<file path="src/rtl/usb_attach_ctrl.sv">
// Reset synchroniser and D+ pull-up attach sequencer for the usb_cdc core.
// Times attach/detach windows in prescaled ticks and drives a status LED.
module usb_attach_ctrl #(
  parameter int unsigned TICK_DIV     = 16,
  parameter int unsigned SYNC_STAGES  = 2,
  parameter int unsigned ATTACH_TICKS = 16384,
  parameter int unsigned DETACH_TICKS = 16384,
  parameter int unsigned BLINK_TICKS  = 65536
) (
  input  logic       clk_i,
  input  logic       rst_i,
  input  logic       detach_i,
  input  logic       activity_i,
  output logic       rstn_o,
  output logic       usb_pu_o,
  output logic       led_o,
  output logic [1:0] state_o
);

  typedef enum logic [1:0] {
    ST_RESET    = 2'd0,
    ST_WAIT     = 2'd1,
    ST_ATTACHED = 2'd2,
    ST_DETACH   = 2'd3
  } state_e;

  localparam int unsigned MAX_AD    = (ATTACH_TICKS > DETACH_TICKS) ? ATTACH_TICKS : DETACH_TICKS;
  localparam int unsigned MAX_TICKS = (MAX_AD > BLINK_TICKS) ? MAX_AD : BLINK_TICKS;
  localparam int unsigned CNT_W     = $clog2(MAX_TICKS + 1);
  localparam int unsigned PRE_W     = (TICK_DIV > 1) ? $clog2(TICK_DIV) : 1;

  localparam logic [PRE_W-1:0] PRE_LAST    = PRE_W'(TICK_DIV - 1);
  localparam logic [CNT_W-1:0] ATTACH_LAST = CNT_W'(ATTACH_TICKS - 1);
  localparam logic [CNT_W-1:0] DETACH_LAST = CNT_W'(DETACH_TICKS - 1);
  localparam logic [CNT_W-1:0] BLINK_LOAD  = CNT_W'(BLINK_TICKS);
  localparam logic [CNT_W-1:0] CNT_MAX     = CNT_W'(MAX_TICKS);

  logic [SYNC_STAGES-1:0] sync_q;
  logic                   sync_rst_s;

  state_e                 state_q, state_d;
  logic [PRE_W-1:0]       presc_q, presc_d;
  logic [CNT_W-1:0]       cnt_q, cnt_d;
  logic [PRE_W-1:0]       bpresc_q, bpresc_d;
  logic [CNT_W-1:0]       blink_q, blink_d;
  logic                   rstn_q, rstn_d;
  logic                   pu_q, pu_d;
  logic                   led_q, led_d;

  logic                   tick_s;
  logic                   btick_s;
  logic                   restart_s;
  logic                   change_s;

  // Reset synchroniser: release is delayed SYNC_STAGES edges after rst_i falls.
  always_ff @(posedge clk_i or posedge rst_i) begin
    if (rst_i) begin
      sync_q <= '0;
    end else begin
      sync_q <= {sync_q[SYNC_STAGES-2:0], 1'b1};
    end
  end

  assign sync_rst_s = ~sync_q[SYNC_STAGES-1];
  assign tick_s     = (presc_q == PRE_LAST);
  assign btick_s    = (bpresc_q == PRE_LAST);

  // Next-state selection; a detach in WAIT outranks the completing tick.
  always_comb begin
    state_d   = state_q;
    restart_s = 1'b0;
    case (state_q)
      ST_RESET: begin
        state_d = sync_rst_s ? ST_RESET : ST_WAIT;
      end
      ST_WAIT: begin
        if (detach_i) begin
          restart_s = 1'b1;
        end else if (tick_s && (cnt_q == ATTACH_LAST)) begin
          state_d = ST_ATTACHED;
        end else begin
          state_d = ST_WAIT;
        end
      end
      ST_ATTACHED: begin
        state_d = detach_i ? ST_DETACH : ST_ATTACHED;
      end
      ST_DETACH: begin
        state_d = (tick_s && (cnt_q == DETACH_LAST)) ? ST_WAIT : ST_DETACH;
      end
      default: begin
        state_d = ST_RESET;
      end
    endcase
  end

  assign change_s = restart_s || (state_d != state_q);

  // Tick prescaler and tick counter restart on any state change or WAIT restart.
  always_comb begin
    if (change_s || tick_s) begin
      presc_d = '0;
    end else begin
      presc_d = presc_q + 1'b1;
    end
    if (change_s) begin
      cnt_d = '0;
    end else if (tick_s && (cnt_q != CNT_MAX)) begin
      cnt_d = cnt_q + 1'b1;
    end else begin
      cnt_d = cnt_q;
    end
  end

  // Blink timer runs off its own free-running prescaler; a new pulse reloads it.
  always_comb begin
    bpresc_d = btick_s ? '0 : bpresc_q + 1'b1;
    if ((state_q == ST_ATTACHED) && (state_d == ST_ATTACHED)) begin
      if (activity_i) begin
        blink_d = BLINK_LOAD;
      end else if (btick_s && (blink_q != '0)) begin
        blink_d = blink_q - 1'b1;
      end else begin
        blink_d = blink_q;
      end
    end else begin
      blink_d = '0;
    end
  end

  // Output decode from the next state so outputs change on the transition edge.
  always_comb begin
    case (state_d)
      ST_RESET: begin
        rstn_d = 1'b0;
        pu_d   = 1'b0;
        led_d  = 1'b0;
      end
      ST_WAIT: begin
        rstn_d = 1'b1;
        pu_d   = 1'b0;
        led_d  = 1'b1;
      end
      ST_ATTACHED: begin
        rstn_d = 1'b1;
        pu_d   = 1'b1;
        led_d  = (blink_d == '0);
      end
      ST_DETACH: begin
        rstn_d = 1'b0;
        pu_d   = 1'b0;
        led_d  = 1'b0;
      end
      default: begin
        rstn_d = 1'b0;
        pu_d   = 1'b0;
        led_d  = 1'b0;
      end
    endcase
  end

  // State, timers and registered outputs; rst_i clears everything without a clock.
  always_ff @(posedge clk_i or posedge rst_i) begin
    if (rst_i) begin
      state_q  <= ST_RESET;
      presc_q  <= '0;
      cnt_q    <= '0;
      bpresc_q <= '0;
      blink_q  <= '0;
      rstn_q   <= 1'b0;
      pu_q     <= 1'b0;
      led_q    <= 1'b0;
    end else begin
      state_q  <= state_d;
      presc_q  <= presc_d;
      cnt_q    <= cnt_d;
      bpresc_q <= bpresc_d;
      blink_q  <= blink_d;
      rstn_q   <= rstn_d;
      pu_q     <= pu_d;
      led_q    <= led_d;
    end
  end

  assign rstn_o   = rstn_q;
  assign usb_pu_o = pu_q;
  assign led_o    = led_q;
  assign state_o  = state_q;

endmodule

</file>
<file path="config.mk">
export PLATFORM = sky130hd
export DESIGN_NAME = usb_attach_ctrl
export DESIGN_NICKNAME = d
export VERILOG_FILES = /design/src/rtl/usb_attach_ctrl.sv
export SDC_FILE = /design/constraint.sdc
export NUM_CORES = 1
export LEC_CHECK = 0
export CORE_MARGIN = 10
export CORE_UTILIZATION = 25
export DETAILED_ROUTE_END_ITERATION = 6
export GPL_TIMING_DRIVEN = 0
export PLACE_DENSITY = 0.47
export SYNTH_ARGS = -nofsm -noshare
export SYNTH_HDL_FRONTEND = slang
export SYNTH_SLANG_ARGS = --single-unit
</file>
<file path="constraint.sdc">
create_clock -name clk_i -period 4.28 [get_ports clk_i]
set_input_delay 0.856 -clock clk_i [delete_from_list [all_inputs] [get_ports clk_i]]
set_output_delay 0.856 -clock clk_i [all_outputs]
set_load 0.005 [all_outputs]
</file>
== After elaboration in Yosys (flattened, before gate mapping) ==
Index checks and enable logic that the tools add are counted.

* Logic and storage cells: 56
* Register bits after elaboration: 49

* Multiplexer cells: 18
* Equality and inequality tests: 11
* Reductions and logical operators: 14
* $add $sub $neg: 4

{| class="wikitable"
|+ Operators with widths
! cell !! count
|-
| $mux 17 || 5
|-
| $add 17x1->17 const B || 1
|-
| $eq 17x14->1 const B || 1
|-
| $logic_not 17->1 || 1
|-
| $ne 17x17->1 const B || 1
|-
| $reduce_bool 17->1 || 1
|-
| $sub 17x1->17 const B || 1
|-
| $add 4x1->4 const B || 2
|-
| $eq 2x2->1 const B || 4
|-
| $eq 4x4->1 const B || 2
|-
| $mux 4 || 2
|-
| $pmux 2 s4 || 1
|-
| $mux 2 || 3
|-
| $eq 2x1->1 const B || 2
|-
| $logic_and 1x1->1 || 4
|-
| $logic_not 2->1 || 2
|-
| $mux 1 || 4
|-
| $pmux 1 s2 || 2
|-
| $reduce_or 2->1 || 2
|-
| $pmux 1 s3 || 1
|-
| $reduce_or 3->1 || 1
|-
| $logic_or 1x1->1 || 2
|-
| $ne 2x2->1 || 1
|-
| $reduce_bool 2->1 || 1
|}

== Depth between registers and ports, before layout ==
* Word-level depth: 10
* Depth in mapped cells: 14
* Gate-level depth less buffers: 13

== Worst setup path before layout ==
OpenSTA, ideal clock, no wires.

* Path kind: flip-flop to flip-flop
* Start: register presc_q[0]
* End: register led_q (netlist: led_o)
* Setup slack: 1.153 ns
* Setup time: 0.066 ns
* Arrival: 3.061 ns
* Path buffers: 2
* Clock period less this slack: 3.127 ns
* Required time: 4.214 ns
* Cell stages (with the launch flop): 14
* Path through: dfrtp_1 ha_1 and3_1 nor4bb_1 a21oi_1 a31o_2 ha_1 nand3b_1 nand2b_1 clkbuf_1 clkbuf_1 nor2_1 nor4_1 a41o_1

* Longest elaborated chain between the ends: 10
* Elaborated cells between the ends (all ways): 15
* Classes of those cells: eq/ne: 4; mux: 6; reduce/logical: 5

{| class="wikitable"
|+ Ends and longest elaborated chain
! element !! RTL line !! source
|-
| start: declaration || 42 || <nowiki>logic [PRE_W-1:0] presc_q, presc_d;</nowiki>
|-
| start signal: assignment || 175 || <nowiki>presc_q <= presc_d;</nowiki>
|-
| $eq 4x4->1 (*) || 65 || <nowiki>assign tick_s = (presc_q == PRE_LAST);</nowiki>
|-
| $logic_and 1x1->1 (*) || 79, 89 ||
|-
| $mux 2 || 79 || <nowiki>end else if (tick_s && (cnt_q == ATTACH_LAST)) begin</nowiki>
|-
| $mux 2 || 77 || <nowiki>if (detach_i) begin</nowiki>
|-
| $pmux 2 s4 (*) || 72 || <nowiki>case (state_q)</nowiki>
|-
| via state_d[1] || 41 || <nowiki>state_e state_q, state_d;</nowiki>
|-
| $eq 2x2->1 (*) || 118 || <nowiki>if ((state_q == ST_ATTACHED) && (state_d == ST_ATTACHED)) begin</nowiki>
|-
| $logic_and 1x1->1 (*) || 118 ||
|-
| $mux 17 (*) || 118 ||
|-
| via blink_d[9] || 45 || <nowiki>logic [CNT_W-1:0] blink_q, blink_d;</nowiki>
|-
| $logic_not 17->1 (*) || 147 || <nowiki>led_d = (blink_d == '0);</nowiki>
|-
| $pmux 1 s3 (*) || 133 || <nowiki>case (state_d)</nowiki>
|-
| via led_d || 48 || <nowiki>logic led_q, led_d;</nowiki>
|-
| end signal: assignment || 181 || <nowiki>led_q <= led_d;</nowiki>
|-
| end: declaration || 48 ||
|}

The timed path passes the listed nets; every way through them passes the cells marked *.
A chain may end at the register's enable or synchronous reset.

== Final worst setup path ==
* Start: register cnt_q[8]
* End: register led_q (netlist: led_o)

* Longest elaborated chain between the ends: 10
* Elaborated cells between the ends (all ways): 15
* Classes of those cells: eq/ne: 4; mux: 6; reduce/logical: 5

{| class="wikitable"
|+ Ends and longest elaborated chain
! element !! RTL line !! source
|-
| start: declaration || 43 || <nowiki>logic [CNT_W-1:0] cnt_q, cnt_d;</nowiki>
|-
| start signal: assignment || 176 || <nowiki>cnt_q <= cnt_d;</nowiki>
|-
| $eq 17x14->1 (*) || 79, 89 ||
|-
| $logic_and 1x1->1 (*) || 79, 89 ||
|-
| $mux 2 || 79 ||
|-
| $mux 2 || 77 ||
|-
| $pmux 2 s4 (*) || 72 ||
|-
| via state_d[1] || 41 ||
|-
| $eq 2x2->1 (*) || 118 ||
|-
| $logic_and 1x1->1 (*) || 118 ||
|-
| $mux 17 (*) || 118 ||
|-
| via blink_d[9] || 45 ||
|-
| $logic_not 17->1 (*) || 147 ||
|-
| $pmux 1 s3 (*) || 133 ||
|-
| via led_d || 48 ||
|}

Marked as above.

==> impl_metrics.tcl <==
set metrics [dict create \
    finalCritPeriodShare_pct 90.7 \
    p_comb_share_pct 3.2 \
    groute.usage.overall_pct 7.54 \
    clock_latency_ps 300 \
    cpPeakStageDelay_ps 510 \
    synth-seq-area-share_pct 49.1 \
    io_pins 9 \
    crit_family "simple AND/OR/NAND/NOR gates" \
    place.port_buffers 8 \
    vias 1835 \
    critPathLaunchType "register" \
    synthDistinctLibCells 44 \
    diodes 0 \
    antenna_left 0 \
    cts_tree "done" \
    p_leak_nw 1.15 \
    syn-num-nets 268 \
    path_clk_slew_ps 90 \
    grt_start_max_net_pins 41 \
    hold_violations 0 \
    postCtsSetupRepairBufs 0 \
    grt_pass1_vias 1809 \
    switching_share_pct 22.9 \
    cp_data_arrival_time_ps 4110 \
    switching_power_mw 0.174 \
    setup-tns-final_ps 0 \
    die_area_mm2 0.0144 \
    worst_pin_slew_ps 668 \
    endpoint_kind "register" \
    area_growth_pct 14.2 \
    route.detailed.drc 0 \
    wl_per_cell_um 12.6 \
    path_cells "nand3_1 -> nor2_1 -> nand3_1 -> nor4bb_2 -> a21oi_1 -> a31o_2 -> ha_1 -> nand3b_1 -> nand2b_1 -> clkbuf_1 -> clkbuf_1 -> nor2_1 -> nor4_1 -> a41o_1" \
    clock_path_buffers 2 \
    totalPowerFinal_mw 0.762 \
    final-seq-area_mm2 0.00123 \
    avgSynthCellArea_um2 9.75 \
    power_frac_clock_pct 35.4 \
    drv_slew 0 \
    synth_compound_area_share_pct 7.97 \
    skew_ps 7.03 \
    n_fill_cell 1057 \
    cts_hold_buffers 0 \
    dp_hpwl_mm 3.73 \
    routed_via_density 4.52 \
    layout-drive-gt1-share_pct 6.96 \
    grt_pass1_wl_mm 8.91 \
    setup_viol 0 \
    routed_wirelength_mm 5.13 \
    path_max_fanout 10 \
    cap_violations 0 \
    start_util_pct 25.6 \
    power_frac_seq_pct 61.4 \
    drtIter0Drc 71 \
    h-tree-depth 2 \
    multi_input_area_mm2 0.00120 \
    root_buffer "clkbuf_8" \
    powerDensity_mw_per_mm2 268 \
    critPathKind "register to register" \
    worstPathRequired_ps 4510 \
    gr-total-overflow 0 \
    synthAdderAreaFrac_pct 4.01 \
    peakVddDrop_mv 0.104 \
    synth_flop_cell "dfrtp_1" \
    path_buf_inv 2 \
    dr.pass1.iters 4 \
    synth-simple-area-share_pct 24.7 \
    numCtsBuffers 5 \
    async_reset_ff_share_pct 100 \
    ys_warn_count 0 \
    synth_top_family_by_area "simple AND/OR/NAND/NOR gates" \
    rows 36 \
    core_mm2 0.00973 \
    die_h_um 120 \
    synthXorXnorAreaFrac_pct 10.2 \
    post_cts_resized 0 \
    max_freq_mhz 258 \
    synth_area_mm2 0.00249 \
    whs_ps 353 \
    crit_slowest_cell "nor4bb_2" \
    status "finished clean" \
    p_int_mw 0.588 \
    fin_nets 284 \
    hold_class "register to register" \
    dieWidth_um 120 \
    synth_edf_count 0 \
    synthMuxAreaShare_pct 0.802 \
    period_minus_slack_ps 3880 \
    rsz0062_at_grt "false" \
    gp_congestion 0.766 \
    ys_ff_latch 49 \
    grt_antenna_before_repair 0 \
    syn_inst 256 \
    relSlewSlack_pct 55.1 \
    cts_num_sinks 49 \
]
## final cells by class
cell class	instances	area share, %
Buffer	6	0.834
Clock buffer	6	2.55
Clock inverter	2	0.351
Inverter	14	1.84
Multi-Input combinational cell	187	42.1
Sequential cell	49	43.0
Tap cell	133	5.84
Timing Repair Buffer	9	3.51
## power groups by stage
| stage | Combinational [mW] | Clock, mW | Sequential (mW) |
|---|---|---|---|
| finish | 0.0242 | 0.270 | 0.468 |
| global route | 0.0284 | 0.303 | 0.469 |
| CTS | 0.0260 | 0.285 | 0.468 |
| detailed placement | 0.0259 | 0 | 0.478 |
| global placement | 0.0230 | 0 | 0.478 |
| floorplan | 0.0147 | 0 | 0.477 |
## final timing paths
kind	start	end	slack [ps]	cells past startpoint
worst max-delay path	cnt_q[8]	led_o	400	14
worst min-delay path	sync_q[0]	sync_q[1]	350	0
worst max register to register	cnt_q[8]	led_o	400	14
worst min register to register	sync_q[0]	sync_q[1]	350	0
max in group asynchronous	rst_i	cnt_q[13]	3010	3
min in group asynchronous	rst_i	blink_q[16]	790	2
## per-layer routing
metal | global-route usage (%) | part of all wire (%)
met1 | 9.46 | 49
met5 | 0 | 0
met4 | 2.49 | 1.4
met2 | 12.3 | 47
met3 | 2.02 | 2.2
## cells by family after synthesis
family                   Yosys count
other                              1
adder cells (fa/ha/maj)            8
AO/OA/AOI/OAI                     28
multiplexers                       2
buffers and inverters             20
XOR/XNOR                          29
flip-flops                        49
AND/OR/NAND/NOR                  119
## sequential cells by signal (all words and copies together) (netlist names)
register / count
blink_q: 17
bpresc_q: 4
cnt_q: 17
led_o: 1
presc_q: 4
rstn_o: 1
state_o: 2
sync_q: 2
usb_pu_o: 1
## Yosys cell counts (5+ instances only)
master / count / area (µm²)
dfrtp_1: 49 / 1230
nor2_1: 47 / 176
xnor2_1: 18 / 158
inv_1: 14 / 52.6
nor3_1: 12 / 60.1
nor4_1: 12 / 75.1
nand2_1: 11 / 41.3
xor2_1: 11 / 96.3
nand3_1: 10 / 50.1
a21oi_1: 8 / 40.0
ha_1: 8 / 100
clkbuf_1: 5 / 18.8
nand4_1: 5 / 31.3
## worst reg2reg max path, stage by stage, from the launching register on
cell	delay [ps]
dfrtp_1	430
nand3_1	120
nor2_1	220
nand3_1	150
nor4bb_2	510
a21oi_1	130
a31o_2	260
ha_1	220
nand3b_1	170
nand2b_1	130
clkbuf_1	330
clkbuf_1	450
nor2_1	150
nor4_1	310
a41o_1	240
## placed cells by master (no fill, tap or decap), types with 3 or more instances in the layout
| cell type | n |
|---|---|
| clkdlybuf4s50_1 | 8 |
| or3_1 | 3 |
| and3_1 | 3 |
| clkbuf_1 | 6 |
| dfrtp_1 | 49 |
| o21ai_0 | 3 |
| nor3_1 | 12 |
| or4_1 | 3 |
| nand4_1 | 5 |
| nor2_1 | 47 |
| a21oi_1 | 8 |
| clkbuf_8 | 5 |
| xnor2_1 | 18 |
| xor2_1 | 11 |
| o21a_1 | 3 |
| nand2_1 | 11 |
| nand3_1 | 10 |
| ha_1 | 8 |
| inv_1 | 13 |
| nor4_1 | 12 |
## stage by stage
step,std cells,area [µm²],setup WS [ps],utilization (%)
2_1_floorplan,256,2490,1150,-
3_3_place_gp,397,2740,144,28.2
3_5_place_dp,398,2760,172,28.4
4_1_cts,406,2840,162,29.2
5_1_grt,406,2850,7.35,29.3
6_report,406,2850,400,29.3
Power figures use the tool's default switching activity.
